<file path="config.mk">
export PLATFORM = sky130hd
export DESIGN_NAME = charbuf_seq_ctrl_flat
export DESIGN_NICKNAME = d
export VERILOG_FILES = /design/src/rtl/video_pkg.sv /design/src/rtl/charbuf_seq_ctrl_if.sv /design/src/rtl/charbuf_seq_ctrl.sv /design/src/flat_wrapper.sv
export SDC_FILE = /design/constraint.sdc
export NUM_CORES = 1
export LEC_CHECK = 0
export CORE_UTILIZATION = 41
export DETAILED_ROUTE_END_ITERATION = 10
export GPL_ROUTABILITY_DRIVEN = 0
export PLACE_DENSITY = 0.76
export REMOVE_ABC_BUFFERS = 1
export SLEW_MARGIN = 20
export SYNTH_ARGS = -nofsm -noshare
export SYNTH_HDL_FRONTEND = slang
export SYNTH_SLANG_ARGS = --single-unit
</file>
<file path="constraint.sdc">
create_clock -name clk_i -period 1.45 [get_ports clk_i]
set_input_delay 0.145 -clock clk_i [delete_from_list [all_inputs] [get_ports clk_i]]
set_output_delay 0.145 -clock clk_i [all_outputs]
set_load 0.02 [all_outputs]
</file>
<file path="src/rtl/video_pkg.sv">
// ============================================================================
// Module   : video_pkg
// Purpose  : Shared text-mode geometry, sequencer command codes and states.
// Revision : 1.0 - initial release
// ============================================================================
`default_nettype none

package video_pkg;

    localparam int COLS         = 80;
    localparam int ROWS         = 30;
    localparam int CELLS        = COLS * ROWS;
    localparam int SCROLL_CELLS = COLS * (ROWS - 1);

    localparam logic [1:0] CMD_CLEAR  = 2'b01;
    localparam logic [1:0] CMD_SCROLL = 2'b10;

    typedef enum logic [2:0] {
        ST_IDLE  = 3'd0,
        ST_CLR   = 3'd1,
        ST_CP_RD = 3'd2,
        ST_CP_WR = 3'd3,
        ST_FILL  = 3'd4,
        ST_DONE  = 3'd5
    } charbuf_seq_state_t;

endpackage

`default_nettype wire

</file>
<file path="src/rtl/charbuf_seq_ctrl_if.sv">
// ============================================================================
// Module   : charbuf_seq_ctrl_if
// Purpose  : Command, CPU-write and RAM port-A bundle of the char-buffer sequencer.
// Revision : 1.0 - initial release
// ============================================================================
`default_nettype none

interface charbuf_seq_ctrl_if #(
    parameter int ADDR_W = 12,
    parameter int DATA_W = 8
);
    logic              cmd_valid_i;
    logic [1:0]        cmd_i;
    logic [DATA_W-1:0] fill_i;
    logic              busy_o;
    logic              done_o;
    logic              cpu_we_i;
    logic [ADDR_W-1:0] cpu_addr_i;
    logic [DATA_W-1:0] cpu_data_i;
    logic              cpu_drop_o;
    logic              ram_we_o;
    logic [ADDR_W-1:0] ram_addr_o;
    logic [DATA_W-1:0] ram_din_o;
    logic [DATA_W-1:0] ram_dout_i;

    // Host side: register decode plus the RAM returning read data.
    modport master (
        output cmd_valid_i, cmd_i, fill_i, cpu_we_i, cpu_addr_i, cpu_data_i, ram_dout_i,
        input  busy_o, done_o, cpu_drop_o, ram_we_o, ram_addr_o, ram_din_o
    );

    modport slave (
        input  cmd_valid_i, cmd_i, fill_i, cpu_we_i, cpu_addr_i, cpu_data_i, ram_dout_i,
        output busy_o, done_o, cpu_drop_o, ram_we_o, ram_addr_o, ram_din_o
    );
endinterface

`default_nettype wire

</file>
<file path="src/rtl/charbuf_seq_ctrl.sv">
// ============================================================================
// Module   : charbuf_seq_ctrl
// Purpose  : Bulk clear / scroll-up engine and CPU arbiter for char-buffer port A.
// Revision : 1.0 - initial release
// ============================================================================
`default_nettype none

module charbuf_seq_ctrl #(
    parameter int COLS   = 80,
    parameter int ROWS   = 30,
    parameter int ADDR_W = 12,
    parameter int DATA_W = 8
) (
    input  wire logic         clk_i,
    input  wire logic         rst_n_i,
    charbuf_seq_ctrl_if.slave bus
);
    import video_pkg::*;

    localparam logic [ADDR_W-1:0] c_COLS      = ADDR_W'(COLS);
    localparam logic [ADDR_W-1:0] c_LAST_CELL = ADDR_W'(COLS * ROWS - 1);
    localparam logic [ADDR_W-1:0] c_LAST_COPY = ADDR_W'(COLS * (ROWS - 1) - 1);

    charbuf_seq_state_t r_state;
    logic [ADDR_W-1:0]  r_cnt;
    logic [DATA_W-1:0]  r_fill;
    logic               r_busy;
    logic               r_done;

    logic               w_legal;
    logic               w_we;
    logic [ADDR_W-1:0]  w_addr;
    logic [DATA_W-1:0]  w_din;

    assign w_legal = (bus.cmd_i == CMD_CLEAR) || (bus.cmd_i == CMD_SCROLL);

    always_ff @(posedge clk_i or negedge rst_n_i) begin
        if (!rst_n_i) begin
            r_state <= ST_IDLE;
            r_cnt   <= '0;
            r_fill  <= '0;
            r_busy  <= 1'b0;
            r_done  <= 1'b0;
        end else begin
            r_done <= 1'b0;
            case (r_state)
                ST_IDLE: begin
                    if (bus.cmd_valid_i && w_legal) begin
                        r_fill  <= bus.fill_i;
                        r_cnt   <= '0;
                        r_busy  <= 1'b1;
                        r_state <= (bus.cmd_i == CMD_CLEAR) ? ST_CLR : ST_CP_RD;
                    end
                end
                ST_CLR, ST_FILL: begin
                    r_cnt <= r_cnt + 1'b1;
                    if (r_cnt == c_LAST_CELL) begin
                        r_state <= ST_DONE;
                        r_done  <= 1'b1;
                    end
                end
                ST_CP_RD: r_state <= ST_CP_WR;
                ST_CP_WR: begin
                    r_cnt   <= r_cnt + 1'b1;
                    r_state <= (r_cnt == c_LAST_COPY) ? ST_FILL : ST_CP_RD;
                end
                ST_DONE: begin
                    r_state <= ST_IDLE;
                    r_busy  <= 1'b0;
                end
                default: begin
                    r_state <= ST_IDLE;
                    r_busy  <= 1'b0;
                end
            endcase
        end
    end

    // Engine accesses depend only on registered state; the source row of a
    // copy is read one row ahead and its data arrives during CP_WR.
    always_comb begin
        w_we   = 1'b0;
        w_addr = r_cnt;
        w_din  = r_fill;
        case (r_state)
            ST_IDLE: begin
                w_we   = bus.cpu_we_i;
                w_addr = bus.cpu_addr_i;
                w_din  = bus.cpu_data_i;
            end
            ST_CLR, ST_FILL: w_we = 1'b1;
            ST_CP_RD: w_addr = r_cnt + c_COLS;
            ST_CP_WR: begin
                w_we  = 1'b1;
                w_din = bus.ram_dout_i;
            end
            default: w_we = 1'b0;
        endcase
    end

    assign bus.busy_o     = r_busy;
    assign bus.done_o     = r_done;
    assign bus.cpu_drop_o = r_busy & bus.cpu_we_i;
    assign bus.ram_we_o   = w_we;
    assign bus.ram_addr_o = w_addr;
    assign bus.ram_din_o  = w_din;

endmodule

`default_nettype wire

</file>
<file path="src/flat_wrapper.sv">
// flat-port wrapper written by rule: the top's interface ports become plain ports
module charbuf_seq_ctrl_flat import video_pkg::*;
#(
    parameter int COLS   = 80,
    parameter int ROWS   = 30,
    parameter int ADDR_W = 12,
    parameter int DATA_W = 8
)
  (clk_i, rst_n_i, bus_cmd_valid_i, bus_cmd_i, bus_fill_i, bus_cpu_we_i, bus_cpu_addr_i, bus_cpu_data_i, bus_ram_dout_i, bus_busy_o, bus_done_o, bus_cpu_drop_o, bus_ram_we_o, bus_ram_addr_o, bus_ram_din_o);
  charbuf_seq_ctrl_if #(.ADDR_W(ADDR_W), .DATA_W(DATA_W)) bus_i ();
  input  wire logic clk_i;
  input  wire logic rst_n_i;
  input wire logic [$bits(bus_i.cmd_valid_i)-1:0] bus_cmd_valid_i;
  input wire logic [$bits(bus_i.cmd_i)-1:0] bus_cmd_i;
  input wire logic [$bits(bus_i.fill_i)-1:0] bus_fill_i;
  input wire logic [$bits(bus_i.cpu_we_i)-1:0] bus_cpu_we_i;
  input wire logic [$bits(bus_i.cpu_addr_i)-1:0] bus_cpu_addr_i;
  input wire logic [$bits(bus_i.cpu_data_i)-1:0] bus_cpu_data_i;
  input wire logic [$bits(bus_i.ram_dout_i)-1:0] bus_ram_dout_i;
  output wire logic [$bits(bus_i.busy_o)-1:0] bus_busy_o;
  output wire logic [$bits(bus_i.done_o)-1:0] bus_done_o;
  output wire logic [$bits(bus_i.cpu_drop_o)-1:0] bus_cpu_drop_o;
  output wire logic [$bits(bus_i.ram_we_o)-1:0] bus_ram_we_o;
  output wire logic [$bits(bus_i.ram_addr_o)-1:0] bus_ram_addr_o;
  output wire logic [$bits(bus_i.ram_din_o)-1:0] bus_ram_din_o;
  assign bus_i.cmd_valid_i = bus_cmd_valid_i;
  assign bus_i.cmd_i = bus_cmd_i;
  assign bus_i.fill_i = bus_fill_i;
  assign bus_i.cpu_we_i = bus_cpu_we_i;
  assign bus_i.cpu_addr_i = bus_cpu_addr_i;
  assign bus_i.cpu_data_i = bus_cpu_data_i;
  assign bus_i.ram_dout_i = bus_ram_dout_i;
  assign bus_busy_o = bus_i.busy_o;
  assign bus_done_o = bus_i.done_o;
  assign bus_cpu_drop_o = bus_i.cpu_drop_o;
  assign bus_ram_we_o = bus_i.ram_we_o;
  assign bus_ram_addr_o = bus_i.ram_addr_o;
  assign bus_ram_din_o = bus_i.ram_din_o;
  charbuf_seq_ctrl #(.COLS(COLS), .ROWS(ROWS), .ADDR_W(ADDR_W), .DATA_W(DATA_W)) u_core (.clk_i(clk_i), .rst_n_i(rst_n_i), .bus(bus_i));
endmodule
</file>
==> results of run 1 <==
[placed cells by master (no fill, tap or decap), types with 4 or more instances in the layout]
cell,instances
buf_4,62
clkdlybuf4s50_1,41
buf_6,41
dfrtp_1,21
a21oi_2,13
inv_1,12
nand2_1,12
nand2_2,12
o21ai_1,12
a21oi_1,9
o22ai_2,9
o21a_1,8
o221ai_2,7
nand2_4,6
o21ai_2,6
buf_8,6
o22ai_1,5
nand4_1,4
nor2_2,4
dfrtp_2,4
[stage by stage]
stage | hold slack [ps] | worst slack, ps | area (um2) | instances | total power, W
final | 231.2 | -455.1 | 4076 | 437 | 0.001352
after global routing | 256.7 | -521.9 | 4076 | 437 | 0.001394
after CTS | 247.2 | -287.2 | 3426 | 422 | 0.001296
after detailed placement | 507.1 | -523.5 | 3018 | 401 | 0.0008598
after global placement | 476.6 | -462.7 | 3018 | 401 | 0.0008592
after floorplan | -150.6 | -697.1 | 1824 | 222 | 0.0007221
[cells by family after synthesis]
logic type,after synthesis,share of synthesized area (%)
AO/OA/AOI/OAI,97,32.75
AND/OR/NAND/NOR,71,18.53
buffers and inverters,36,7.828
flip-flops,25,32.62
XOR/XNOR,5,2.284
adder cells (fa/ha/maj),5,3.262
multiplexers,4,2.740
[timing repair]
item | 4_1_cts | 5_1_grt
pin swaps | 45 | 58
buffers inserted | 15 | 19
cloned | 2 | 2
setup endpoints to repair | 47 | 47
resized for setup | 191 | 128
[sequential cells by signal (all words and copies together), names as in the netlist]
signal             flops
u_core.r_cnt          12
u_core.r_fill          8
u_core.r_state         3
u_core.bus.busy_o      1
u_core.bus.done_o      1
[area by class of cell]
cell class	instances	area, um2
clock buffer	4	45.04
fill	148	337.8
inverter	15	63.81
multi-input combinational	182	1692
sequential	25	630.6
tap	52	65.06
timing repair buffer	159	1580
[power breakdown]
part | internal [W] | switching, W | total [W]
Combinational | 0.000118 | 0.0000714 | 0.000189
Sequential | 0.000697 | 0 | 0.000697
Clock | 0.000198 | 0.000268 | 0.000466
Total | 0.00101 | 0.000339 | 0.00135
[final timing paths]
| check | end | cells after the start | slack, ps | from |
|---|---|---|---|---|
| max in group asynchronous | u_core.r_cnt[7] | 2 | 940 | rst_n_i |
| setup reg to reg | u_core.r_cnt[10] | 6 | -460 | u_core.r_cnt[6] |
| hold / removal | u_core.r_state[2] | 2 | 230 | rst_n_i |
| min in group clk_i | u_core.r_fill[1] | 3 | 420 | bus_fill_i[1] |
| setup / recovery | u_core.r_cnt[10] | 6 | -460 | u_core.r_cnt[6] |
| hold reg to reg | u_core.bus.busy_o | 1 | 550 | u_core.bus.busy_o |
[layer usage]
layer	track usage, %	vias up	part of all wire [%]
li1	-	1170	-
met1	41.01	1420	36
met2	52.59	263	48
met3	3.030	83	9.4
met4	18.89	0	6.5
met5	0	-	0
==> flow_summary_export.csv, run 1 <==
group,metric,value,unit
sta,fin_ws,-455.1,ps
yosys,synth_most_common_cell,"nand2_1",
worst_setup_path,critical_path.top_delay_family,"simple AND/OR/NAND/NOR gates",
worst_setup_path,crit_type,"flop to flop",
yosys,synth.ff_latch_count,25,
yosys,synth_top_area_cell,"dfrtp_1",
worst_setup_path,critPathMostFrequentCell,"buf_4",
global_route,grt_pass1_wl,12480,um
sta,hold_viol,0,
yosys,ys_async_sr_fraction,100.0,%
pwr,vdd_drop_max,314.0,uV
yosys,netlist_top_cells_area,"dfrtp_1 (33%), o21ai_0 (6.0%), nand2_1 (5.9%)",
drt,wl_per_cell,25.82,um
floorplanning,die_w,70.40,um
yosys,synthTopCellsByCount,"nand2_1 (30), dfrtp_1 (25), o21ai_0 (23)",
sta,max_freq,524.9,MHz
floorplanning,num_io_pins,66,
worst_setup_path,critPathRequiredTime,1660,ps
sta,rsz0062_at_grt,"yes",
cells_and_area,diodes,0,
worst_setup_path,path_cells,"buf_4 > buf_4 > and3_2 > nand4_1 > or4_1 > a21oi_1",
clocking,clk_pin_slew_worst_paths,100,ps
floorplanning,start_util,43.45,%
pwr,power_density,331.8,nW/um2
pwr,p_leak,1.812,nW
sta,finalCritPeriodShare,131.4,%
floorplanning,dieArea,4955,um2
global_route,grt_max_degree,26,
worst_hold_path,hp-class,"input port to async pin",
sta,clock_skew,4.702,ps
yosys,synth_warnings,0,
cells_and_area,fin_nets,433,
global_route,antenna_found_initial,0,
worst_setup_path,end_kind,"flop",
global_route,grt_pass1_vias,2500,
job,drv_cap,0,
drt,wl,11280,um
status,status,"finished with violations",
worst_setup_path,slowest_delay,450,ps
yosys,netlist-cell-type-count,44,
yosys,avgSynthCellArea,7.893,um2
yosys,ys.flop_type,"dfrtp_1",
global_route,grt_usage,32.19,%
sta,setup_violations,46,
cells_and_area,finish.utilization,92.35,%
yosys,synth_enable_flop_cells,0,
placed_design,dp_hpwl,4746,um
drt,drtIter0Drc,290,
cells_and_area,area_delta_synth_final,112.5,%
yosys,synth_top_area_share,32.62,%
sta,fin_setup_tns,-13470,ps
worst_setup_path,startpoint_type,"flop",
worst_setup_path,crit_arrival,2120,ps
worst_setup_path,path_max_fanout,5,
clocking,numCtsBuffers,3,
cells_and_area,drive_above_1_share,58.70,%
drt,drt-pass1-iter-count,5,
yosys,synth-seq-area-share,32.62,%
sta,slew_headroom,76.56,%
placed_design,io_buffers,65,
status,failed_checks,"setup timing",
yosys,netlist_area,1918,um2
floorplanning,design.core.area,4414,um2
floorplanning,die_h,70.40,um
global_route,grt.overflow.total,0,
clocking,cts_tree,"built",
clocking,clk_path_buf_depth,2,
clocking,root_buffer,"clkbuf_8",
yosys,syn_inst,243,
sta,slew_violations,0,
clocking,insertion_delay,290,ps
clocking,ctsHoldBuffers,0,
sta,min_period,1905,ps
clocking,cts_htree_levels,1,
drt,ant_nets,0,
drt,vias,2936,
worst_setup_path,crit_slowest_cell,"dfrtp_1",
worst_setup_path,cp.buffers_inverters,2,
drt,drc,0,
drt,viasPerCell,6.719,
floorplanning,row_count,24,
clocking,clock_sinks,25,
sta,tightest_slew,351.6,ps
Power figures use the tool's default switching activity.
==> run 2, diff against run 1 <==
CORE_ASPECT_RATIO = 1.1   (was not set)
CORE_UTILIZATION = 43   (was 41)
CTS_BUF_LIST = sky130_fd_sc_hd__clkbuf_8   (was not set)
PLACE_DENSITY = 0.8   (was 0.76)
SLEW_MARGIN = not set   (was 20)
==> flow_summary_export.csv, run 2 (synthesis results as in run 1) <==
group,metric,value,unit
status,status,"finished with violations",
status,failed_checks,"setup timing",
cells_and_area,diodes,0,
sta,slew_headroom,77.61,%
drt,vias,2433,
placed_design,io_buffers,65,
cells_and_area,final_area,3565,um2
sta,fin_ws,-403.2,ps
pwr,p_leak,1.548,nW
floorplanning,num_io_pins,66,
worst_setup_path,crit_slowest_cell,"dfrtp_1",
global_route,antenna_found_initial,0,
floorplanning,die_h,72.05,um
pwr,p_switching,0.0002859,W
placed_design,place_inst,398,
pwr,combPwrFrac,12.8,%
sta,hold_viol,0,
cells_and_area,largest_register_ffs,12,
cells_and_area,area_delta_synth_final,85.84,%
global_route,grt_max_degree,26,
drt,viasPerCell,5.849,
clocking,clk_pin_slew_worst_paths,90,ps
worst_setup_path,critPathMostFrequentCell,"a21oi_1",
drt,drc,0,
cells_and_area,finish.utilization,83.18,%
pwr,pwr-share-clk,33.1,%
sta,rsz0062_at_grt,"yes",
floorplanning,start_util,44.76,%
floorplanning,dieArea,4732,um2
worst_setup_path,cp.buffers_inverters,2,
worst_setup_path,r2r_start,"u_core.r_state[1]",
pwr,vdd_drop_max,314.2,uV
cells_and_area,fin_nets,410,
drt,wl,7565,um
cells_and_area,largestRegisters,"u_core.r_cnt x12, u_core.r_fill x8, u_core.r_state x3",
worst_setup_path,path_cells,"buf_6 > a21oi_1 > o21ai_0 > o31ai_2 > a21oi_1 > buf_2",
worst_setup_path,startpoint_type,"flop",
sta,tightest_slew,332.4,ps
placed_design,place_area,2995,um2
worst_setup_path,slowest_delay,420,ps
global_route,grt.overflow.total,0,
worst_setup_path,critPathRequiredTime,1310,ps
clocking,cts_tree,"built",
drt,wl_per_cell,18.19,um
global_route,grt_pass1_vias,2330,
worst_setup_path,end_kind,"primary output",
sta,clock_skew,4.426,ps
floorplanning,design.core.area,4285,um2
sta,holdWs,234.7,ps
clocking,insertion_delay,270,ps
cells_and_area,final_common_cell,"buf_4",
clocking,cts_htree_levels,1,
worst_setup_path,path_max_fanout,6,
sta,finalCritPeriodShare,127.8,%
placed_design,dp_hpwl,4500,um
clocking,numCtsBuffers,3,
drt,ant_nets,0,
pwr,fin_total_pwr,0.001286,W
floorplanning,die_w,65.68,um
drt,drt-pass1-iter-count,4,
drt,drtIter0Drc,145,
cells_and_area,drive_above_1_share,47.24,%
sta,slew_violations,0,
worst_setup_path,critical_path.top_delay_family,"compound AO/OA/AOI/OAI gates",
worst_setup_path,crit_arrival,1710,ps
floorplanning,row_count,25,
clocking,root_buffer,"clkbuf_8",
worst_setup_path,r2r-end,"u_core.r_cnt[11]",
job,drv_cap,0,
pwr,switching_share,22.23,%
pwr,power_density,360.8,nW/um2
worst_setup_path,reg2reg_depth,5,
global_route,grt_usage,27.88,%
cells_and_area,final_cell_mix,"buf_4 (59), clkdlybuf4s50_1 (41), buf_6 (27)",
cells_and_area,largest_register,"u_core.r_cnt",
pwr,p_int,0.001000,W
worst_setup_path,crit_type,"flop to primary output",
cells_and_area,layoutNonFillerInstCount,416,
clocking,clk_path_buf_depth,2,
sta,setup_violations,37,
worst_hold_path,hp-class,"input port to async pin",
pwr,seqPwrFrac,54.2,%
sta,min_period,1853,ps
clocking,clock_sinks,25,
worst_setup_path,ff2ff_setup_slack,-280,ps
global_route,grt_pass1_wl,10260,um
sta,max_freq,539.6,MHz
## run 2: cell count changes in the layout (fill, tap and decap cells not counted), sizes merged
| cell | previous run | this run |
|---|---|---|
| buf | 113 | 92 |
| clkbuf | 6 | 3 |
| clkinv | 0 | 1 |
## run 2: worst register-to-register path: stages (launching register included)
cell     delay (ps)
dfrtp_2         500
buf_12          170
mux2i_4         190
o21ai_4         130
or4_1           500
a21oi_1         180
## run 2: worst max path at each step
stage | startpoint | end | slack [ps] | cells past startpoint
2_1_floorplan | u_core.r_state[0] | u_core.r_cnt[5] | -700 | 4
3_3_place_gp | u_core.r_cnt[4] | bus_ram_addr_o[10] | -490 | 6
3_5_place_dp | bus_cmd_i[1] | u_core.r_cnt[10] | -570 | 8
4_1_cts | u_core.r_state[2] | bus_ram_addr_o[9] | -260 | 6
5_1_grt | u_core.r_cnt[6] | bus_ram_addr_o[9] | -470 | 5
6_report | u_core.r_cnt[5] | bus_ram_addr_o[9] | -400 | 6
## run 2: layout make-up
cell class                 count  area [um2]
sequential                    25       631.9
clock buffer                   3       41.29
fill                         246       720.7
multi-input combinational    182        1485
tap                           54       67.56
clock inverter                 1       5.005
inverter                      15       61.31
timing repair buffer         136        1272
## run 2: timing repair
| item | 4_1_cts | 5_1_grt |
|---|---|---|
| pin swaps | 24 | 32 |
| buffers inserted | 4 | 10 |
| hold buffers | 0 | 0 |
| setup endpoints to repair | 46 | 46 |
| cloned | 0 | 1 |
| gates resized for setup | 158 | 77 |
## run 2: stage by stage
| stage | TNS, ps | worst slack [ps] |
|---|---|---|
| 5_1_grt | -10140 | -471.5 |
| 3_5_place_dp | -17000 | -565.3 |
| 2_1_floorplan | -17360 | -697.1 |
| 6_report | -7511 | -403.2 |
| 4_1_cts | -6425 | -260.3 |
| 3_3_place_gp | -16100 | -488.6 |
## run 2: power by group through the flow
stage                     logic (W)  clock network (W)  registers [W]
after CTS                  0.000152           0.000432       0.000696
after global placement     0.000149                  0       0.000710
after detailed placement   0.000149                  0       0.000710
after floorplan           0.0000115                  0       0.000711
after global routing       0.000173           0.000455       0.000697
final                      0.000164           0.000425       0.000696
## run 2: metal layers
layer | wire (um) | share of wire (%) | vias up | GRT usage [%]
met4 | 100 | 1.3 | 0 | 11.35
met1 | 3010 | 40 | 1192 | 31.58
met5 | 0 | 0 | - | 0
met3 | 459 | 6.1 | 10 | 3.302
met2 | 3995 | 53 | 103 | 51.93
li1 | - | - | 1128 | -
